--- src/rtl/dac_underflow_guard.sv ---
// DAC-side output stage: forwards masked I/Q samples and inserts pad samples when the
// downstream FIFO runs low. Each starvation inside a transmission is flagged once and counted.
module dac_underflow_guard #(
  parameter int unsigned NUM_CHAN    = 2,
  parameter int unsigned ROOM_WIDTH  = 10,
  parameter int unsigned ROOM_THRESH = 504,
  parameter int unsigned CNT_WIDTH   = 16,
  localparam int unsigned DATA_WIDTH = 32 * NUM_CHAN
) (
  input  logic                  clk,
  input  logic                  resetn,
  input  logic [NUM_CHAN-1:0]   cfg_chan_en,
  input  logic                  cfg_pad_repeat,
  input  logic                  cfg_count_clear,
  input  logic                  tx_active,
  input  logic                  s_valid,
  output logic                  s_ready,
  input  logic [DATA_WIDTH-1:0] s_data,
  input  logic                  m_ready,
  output logic                  m_valid,
  output logic [DATA_WIDTH-1:0] m_data,
  input  logic [ROOM_WIDTH-1:0] m_room,
  output logic                  dac_underflow,
  output logic [CNT_WIDTH-1:0]  status_underflow_count,
  output logic                  status_starved
);

  typedef enum logic [1:0] {StIdle, StRun, StStarve} state_e;

  state_e                state_q, state_d;
  logic                  pad_req_q;
  logic [DATA_WIDTH-1:0] last_q;
  logic                  underflow_q;
  logic [CNT_WIDTH-1:0]  count_q;
  logic [DATA_WIDTH-1:0] lane_mask;
  logic [DATA_WIDTH-1:0] pad_data;
  logic                  xfer;
  logic                  starve_entry;

  // Expand per-channel enables into a full-width lane mask
  always_comb begin
    lane_mask = '0;
    for (int unsigned c = 0; c < NUM_CHAN; c++) begin
      lane_mask[32*c +: 32] = {32{cfg_chan_en[c]}};
    end
  end

  // Combinational data path; a source sample always beats a pad
  always_comb begin
    pad_data = cfg_pad_repeat ? last_q : '0;
    s_ready  = m_ready;
    m_valid  = s_valid | pad_req_q;
    m_data   = (s_valid ? s_data : pad_data) & lane_mask;
    xfer     = s_valid & m_ready;
    // Pad actually taken by the FIFO while running: a real starvation event
    starve_entry = (state_q == StRun) & tx_active & pad_req_q & ~s_valid & m_ready;
  end

  // Next-state logic; dropping tx_active wins over everything
  always_comb begin
    state_d = state_q;
    if (!tx_active) begin
      state_d = StIdle;
    end else begin
      unique case (state_q)
        StIdle:   state_d = StRun;
        StRun:    if (pad_req_q && !s_valid && m_ready) state_d = StStarve;
        StStarve: if (xfer) state_d = StRun;
        default:  state_d = StIdle;
      endcase
    end
  end

  // State, pad request and last-sample registers
  always_ff @(posedge clk or negedge resetn) begin
    if (!resetn) begin
      state_q   <= StIdle;
      pad_req_q <= 1'b0;
      last_q    <= '0;
    end else begin
      state_q   <= state_d;
      pad_req_q <= (m_room >= ROOM_WIDTH'(ROOM_THRESH));
      // Clear as soon as the block heads to IDLE so repeat pads never leak out of a burst
      if (state_q == StIdle || !tx_active) begin
        last_q <= '0;
      end else if (xfer) begin
        last_q <= s_data & lane_mask;
      end
    end
  end

  // Event pulse and saturating counter; clear beats a same-cycle increment
  always_ff @(posedge clk or negedge resetn) begin
    if (!resetn) begin
      underflow_q <= 1'b0;
      count_q     <= '0;
    end else begin
      underflow_q <= starve_entry;
      if (cfg_count_clear) begin
        count_q <= '0;
      end else if (starve_entry && (count_q != {CNT_WIDTH{1'b1}})) begin
        count_q <= count_q + CNT_WIDTH'(1);
      end
    end
  end

  assign dac_underflow          = underflow_q;
  assign status_underflow_count = count_q;
  assign status_starved         = (state_q == StStarve);

endmodule

--- config.mk ---
export PLATFORM = sky130hd
export DESIGN_NAME = dac_underflow_guard
export DESIGN_NICKNAME = d
export VERILOG_FILES = /design/src/rtl/dac_underflow_guard.sv
export SDC_FILE = /design/constraint.sdc
export NUM_CORES = 1
export LEC_CHECK = 0
export CAP_MARGIN = 20
export CORE_UTILIZATION = 49
export CTS_CLUSTER_SIZE = 20
export DETAILED_ROUTE_END_ITERATION = 8
export GPL_TIMING_DRIVEN = 0
export PLACE_DENSITY_LB_ADDON = 0.15
export SLEW_MARGIN = 25
export SYNTH_ARGS = -nofsm -noshare
export SYNTH_HDL_FRONTEND = slang
export SYNTH_SLANG_ARGS = --single-unit
--- constraint.sdc ---
create_clock -name clk -period 4.6 [get_ports clk]
set_input_delay 0.92 -clock clk [delete_from_list [all_inputs] [get_ports clk]]
set_output_delay 0.92 -clock clk [all_outputs]
set_load 0.05 [all_outputs]
# Word level (Yosys, flattened, before mapping)
# Index checks and enable logic that the tools add are counted.
[op_classes]
addsub = 1
order_cmp = 1
eq_ne = 5
muxes = 10
bitwise = 9
n_reduce_logical = 10
[ops]
columns = ["operator", "count"]
rows = [
  ["$mux W64", 4],
  ["$and A64 B64 Y64", 2],
  ["$mux W16", 2],
  ["$add A16 B1 Y16 const B", 1],
  ["$ne A16 B16 Y1 const B", 1],
  ["$ge A10 B9 Y1 const B", 1],
  ["$mux W2", 3],
  ["$ne A3 B2 Y1 const B", 2],
  ["$pmux W2 S3", 1],
  ["$and A1 B1 Y1", 5],
  ["$reduce_bool A2 Y1", 2],
  ["$logic_and A1 B1 Y1", 3],
  ["$eq A2 B1 Y1 const B", 1],
  ["$eq A2 B2 Y1 const B", 1],
  ["$logic_not A1 Y1", 2],
  ["$logic_not A2 Y1", 1],
  ["$reduce_and A2 Y1", 1],
  ["$logic_or A1 B1 Y1", 1],
  ["$not A1 Y1", 1],
  ["$or A1 B1 Y1", 1],
]
[word_totals]
regBits = 84

# Logic depth before layout (Yosys ltp)
[logic_depth]
ltp_word = 8
ltp_mapped = 7
ltp_nobuf = 5

# Worst setup path before layout
# No wires, ideal clock.
[synth_path]
path_type = "in2out"
start = "in s_valid"
end = "out m_data[63]"
arrival_ps = 2469
t_required_ps = 3680
slack_ps = 1211
stages = 6
path_buffers = 3
path_cell_list = "buf_6 nor2b_1 clkbuf_1 buf_1 a22oi_1 nor2b_1"
[synth_between]
elab_chain_len = 2
[synth_lines]
columns = ["item", "line", "rtl"]
rows = [
  ["from (decl)", "16", "input logic s_valid,"],
  ["$mux W64", "53", "m_data = (s_valid ? s_data : pad_data) & lane_mask;"],
  ["$and A64 B64 Y64", "53", ""],
  ["to (decl)", "21", "output logic [DATA_WIDTH-1:0] m_data,"],
]
# Every way passes these cells.

# Worst setup path after layout
[layout_path]
start = "in cfg_pad_repeat"
end = "out m_data[28]"
[layout_between]
elab_chain_len = 3
[layout_lines]
columns = ["item", "line", "rtl"]
rows = [
  ["from (decl)", "13", "input logic cfg_pad_repeat,"],
  ["$mux W64", "50", "pad_data = cfg_pad_repeat ? last_q : '0;"],
  ["$mux W64", "53", ""],
  ["$and A64 B64 Y64", "53", ""],
]
# Every way passes these cells.

==> flow_summary.yaml <==
run_status:
  status: "complete, no violations"
critical_path:
  crit_family: "buffers and inverters"
  cp.depth: 7
  startpoint_type: "input port"
  path_max_fanout: 10
  r2r_slack_ns: 2.09
  cp_cell_sequence: "clkdlybuf4s50_1, nor2b_1, clkbuf_1, clkbuf_1, a22oi_1, nor2b_1, clkdlybuf4s50_1"
  crit_arrival_ns: 3.57
  worst-path-buf-inv: 4
  ff2ff_path_depth: 6
  path_class: "input port to primary output"
  cpPeakStageDelay_ns: 0.85
  critPathCaptureType: "primary output"
  cp_data_required_time_ns: 3.68
  slowest_stage: "clkdlybuf4s50_1"
floorplanning:
  core-area_um2: 9280
  dieHeight_um: 100
  start_util_pct: 50.7
  core.rowCount: 35
  ios: 167
  die_area_um2: 10000
  die_w_um: 100
pwr:
  peakVddDrop_uv: 205
  total_leakage_power_nw: 2.44
  power.density_nw_per_um2: 258
cts:
  clock_latency_ns: 0.37
  clock_sinks: 84
  clockRootBuffer: "clkbuf_8"
  cts.path.max_buffers: 2
  postCtsSetupBuffers: 0
  cts_tree: "done"
  post_cts_resized: 0
  postCtsHoldBufs: 0
  cts_buffers: 9
  cts.clk_slew.worst_paths_ns: 0.09
  htreeDepth: 3
placed_design:
  gp_congestion: 0.903
  portBuffers: 159
  dp_slack_ns: 0.180
  place_hpwl_mm: 10.3
sta:
  fin_ws_ns: 0.111
  fmax_ghz: 0.223
  fin_tns_setup_ns: 0
  relSlewSlack_pct: 43.1
  setup_violations: 0
  maxSlewViolCount: 0
  worst_slew_pin_slew_ns: 0.848
  min_period_ns: 4.49
  rsz0062_at_grt: "false"
  skew_ns: 0.0118
  post-route-period-util_pct: 97.6
  hold_viol: 0
flow_run:
  maxCapViolations: 0
global_routing:
  grt_first_pass_wirelength_mm: 22.8
  grt_max_degree: 52
  grt_use_total_pct: 28.9
  grt_antenna_before_repair: 0
  grt_pass1_vias: 4730
  overflow: 0
routing:
  routed_wl_mm: 14.4
  viasPerCell: 5.78
  vias: 5020
  final_antenna_net_count: 0
  drc: 0
  wl_per_cell_um: 16.5
  dr.first_iter.drc_count: 331
  first_pass_iters: 6
cells_and_area:
  antenna_cells: 0
  fin_util_pct: 72.3
  drive_above_1_share_pct: 2.84
  area_growth_pct: 42.7
  nFillCells: 729
  final_net_count: 819
synthesis:
  synth_top_area_share_pct: 44.7
  synth_area_leaders: "dfrtp_1, a22oi_1, nor2b_1"
  yosysTopAreaCell: "dfrtp_1"
  synth_warnings: 0
  ys_ff_latch: 84
  syn_area_um2: 4710
  seq_area_frac_synth_pct: 44.7
  syn_avg_cell_area_um2: 8.35
  syn_inst: 564
  synth_cell_types: 37
  syn_nets: 648
hold_path:
  hold_path_class: "input port to asynchronous set/reset pin"
power breakdown:
part | leakage [nW] | switching (mW) | internal (mW) | total (mW)
clock network | 0.110 | 0.278 | 0.323 | 0.601
registers | 1.16 | 0.00604 | 0.747 | 0.753
logic | 1.17 | 0.229 | 0.148 | 0.378
kinds of logic (layout without fill, tap and decap cells):
group,after synthesis,in the layout,share of synthesized area [%]
AND/OR/NAND/NOR,259,259,28.4
AO/OA/AOI/OAI,157,157,20.9
flip-flops,84,84,44.7
buffers and inverters,60,236,5.05
multiplexers,3,3,0.718
adder cells (fa/ha/maj),1,1,0.266
synthesized netlist by cell type:
master,number
a21oi_1,74
a22oi_1,63
and2_1,3
and3_1,2
and4_1,2
buf_1,8
buf_2,1
buf_4,1
buf_6,1
clkbuf_1,44
dfrtp_1,84
ha_1,1
inv_1,5
mux2_1,3
nand2_1,77
nand2b_1,1
nand3_1,71
nand3b_1,1
nand4_1,8
nor2_1,5
nor2b_1,68
nor3_1,4
nor3b_1,1
nor4_1,6
o211a_1,1
o21a_1,1
o21ai_0,6
o21ai_1,1
o21bai_1,2
o311a_1,1
o311ai_0,1
o31ai_1,6
o41ai_1,1
or2_2,1
or3_1,3
or3b_1,1
or4_1,5
placed cells by master, fill, tap and decap left out, drive strengths merged, types with 3 or more instances in the layout:
| cell | synthesis | routed |
|---|---|---|
| nor4 | 6 | 6 |
| nand2 | 77 | 77 |
| o21ai | 7 | 7 |
| inv | 5 | 5 |
| nand3 | 71 | 71 |
| clkdlybuf4s50 | 0 | 158 |
| mux2 | 3 | 3 |
| nor2b | 68 | 68 |
| o31ai | 6 | 6 |
| or4 | 5 | 5 |
| and2 | 3 | 3 |
| buf | 11 | 13 |
| nor3 | 4 | 4 |
| a21oi | 74 | 74 |
| clkbuf | 44 | 55 |
| a22oi | 63 | 63 |
| nand4 | 8 | 8 |
| nor2 | 5 | 5 |
| dfrtp | 84 | 84 |
| or3 | 3 | 3 |
sequential cells by signal, indices dropped and copies added (netlist names):
register and flops:
last_q 64, status_underflow_count 16, state_q 2, dac_underflow 1, pad_req_q 1
path summary, 6_finish.rpt:
| path | from | end |
|---|---|---|
| worst max register to register | status_underflow_count[0] | status_underflow_count[5] |
| max in group asynchronous | resetn | last_q[31] |
| min in group clk | last_q[12] | last_q[12] |
| worst max-delay path | cfg_pad_repeat | m_data[28] |
| worst min-delay path | resetn | last_q[12] |
| worst min register to register | last_q[12] | last_q[12] |
stage by stage:
step	cell area, µm²	instances	hold slack (ns)	power (mW)
floorplan	4710	564	0.497	0.968
global placement	6460	852	0.505	1.14
detailed placement	6490	853	0.512	1.14
CTS	6720	869	0.436	1.73
global route	6720	869	0.443	1.80
finish	6720	869	0.421	1.73
metal layers:
| layer | share of wire, % | track usage (%) |
|---|---|---|
| met1 | 42 | 38.8 |
| met2 | 49 | 47.7 |
| met4 | 1.8 | 7.80 |
| met3 | 7.2 | 6.20 |
| met5 | 0 | 0 |
cell type report:
class	instances	area, µm²	area share, %
multi-input combinational	420	2370	35.3
tap	129	161	2.40
clock inverter	5	85.1	1.27
inverter	5	18.8	0.279
buffer	55	219	3.26
sequential	84	2100	31.3
clock buffer	11	141	2.11
timing repair buffer	160	1620	24.1
(Power assumes the default switching activity.)
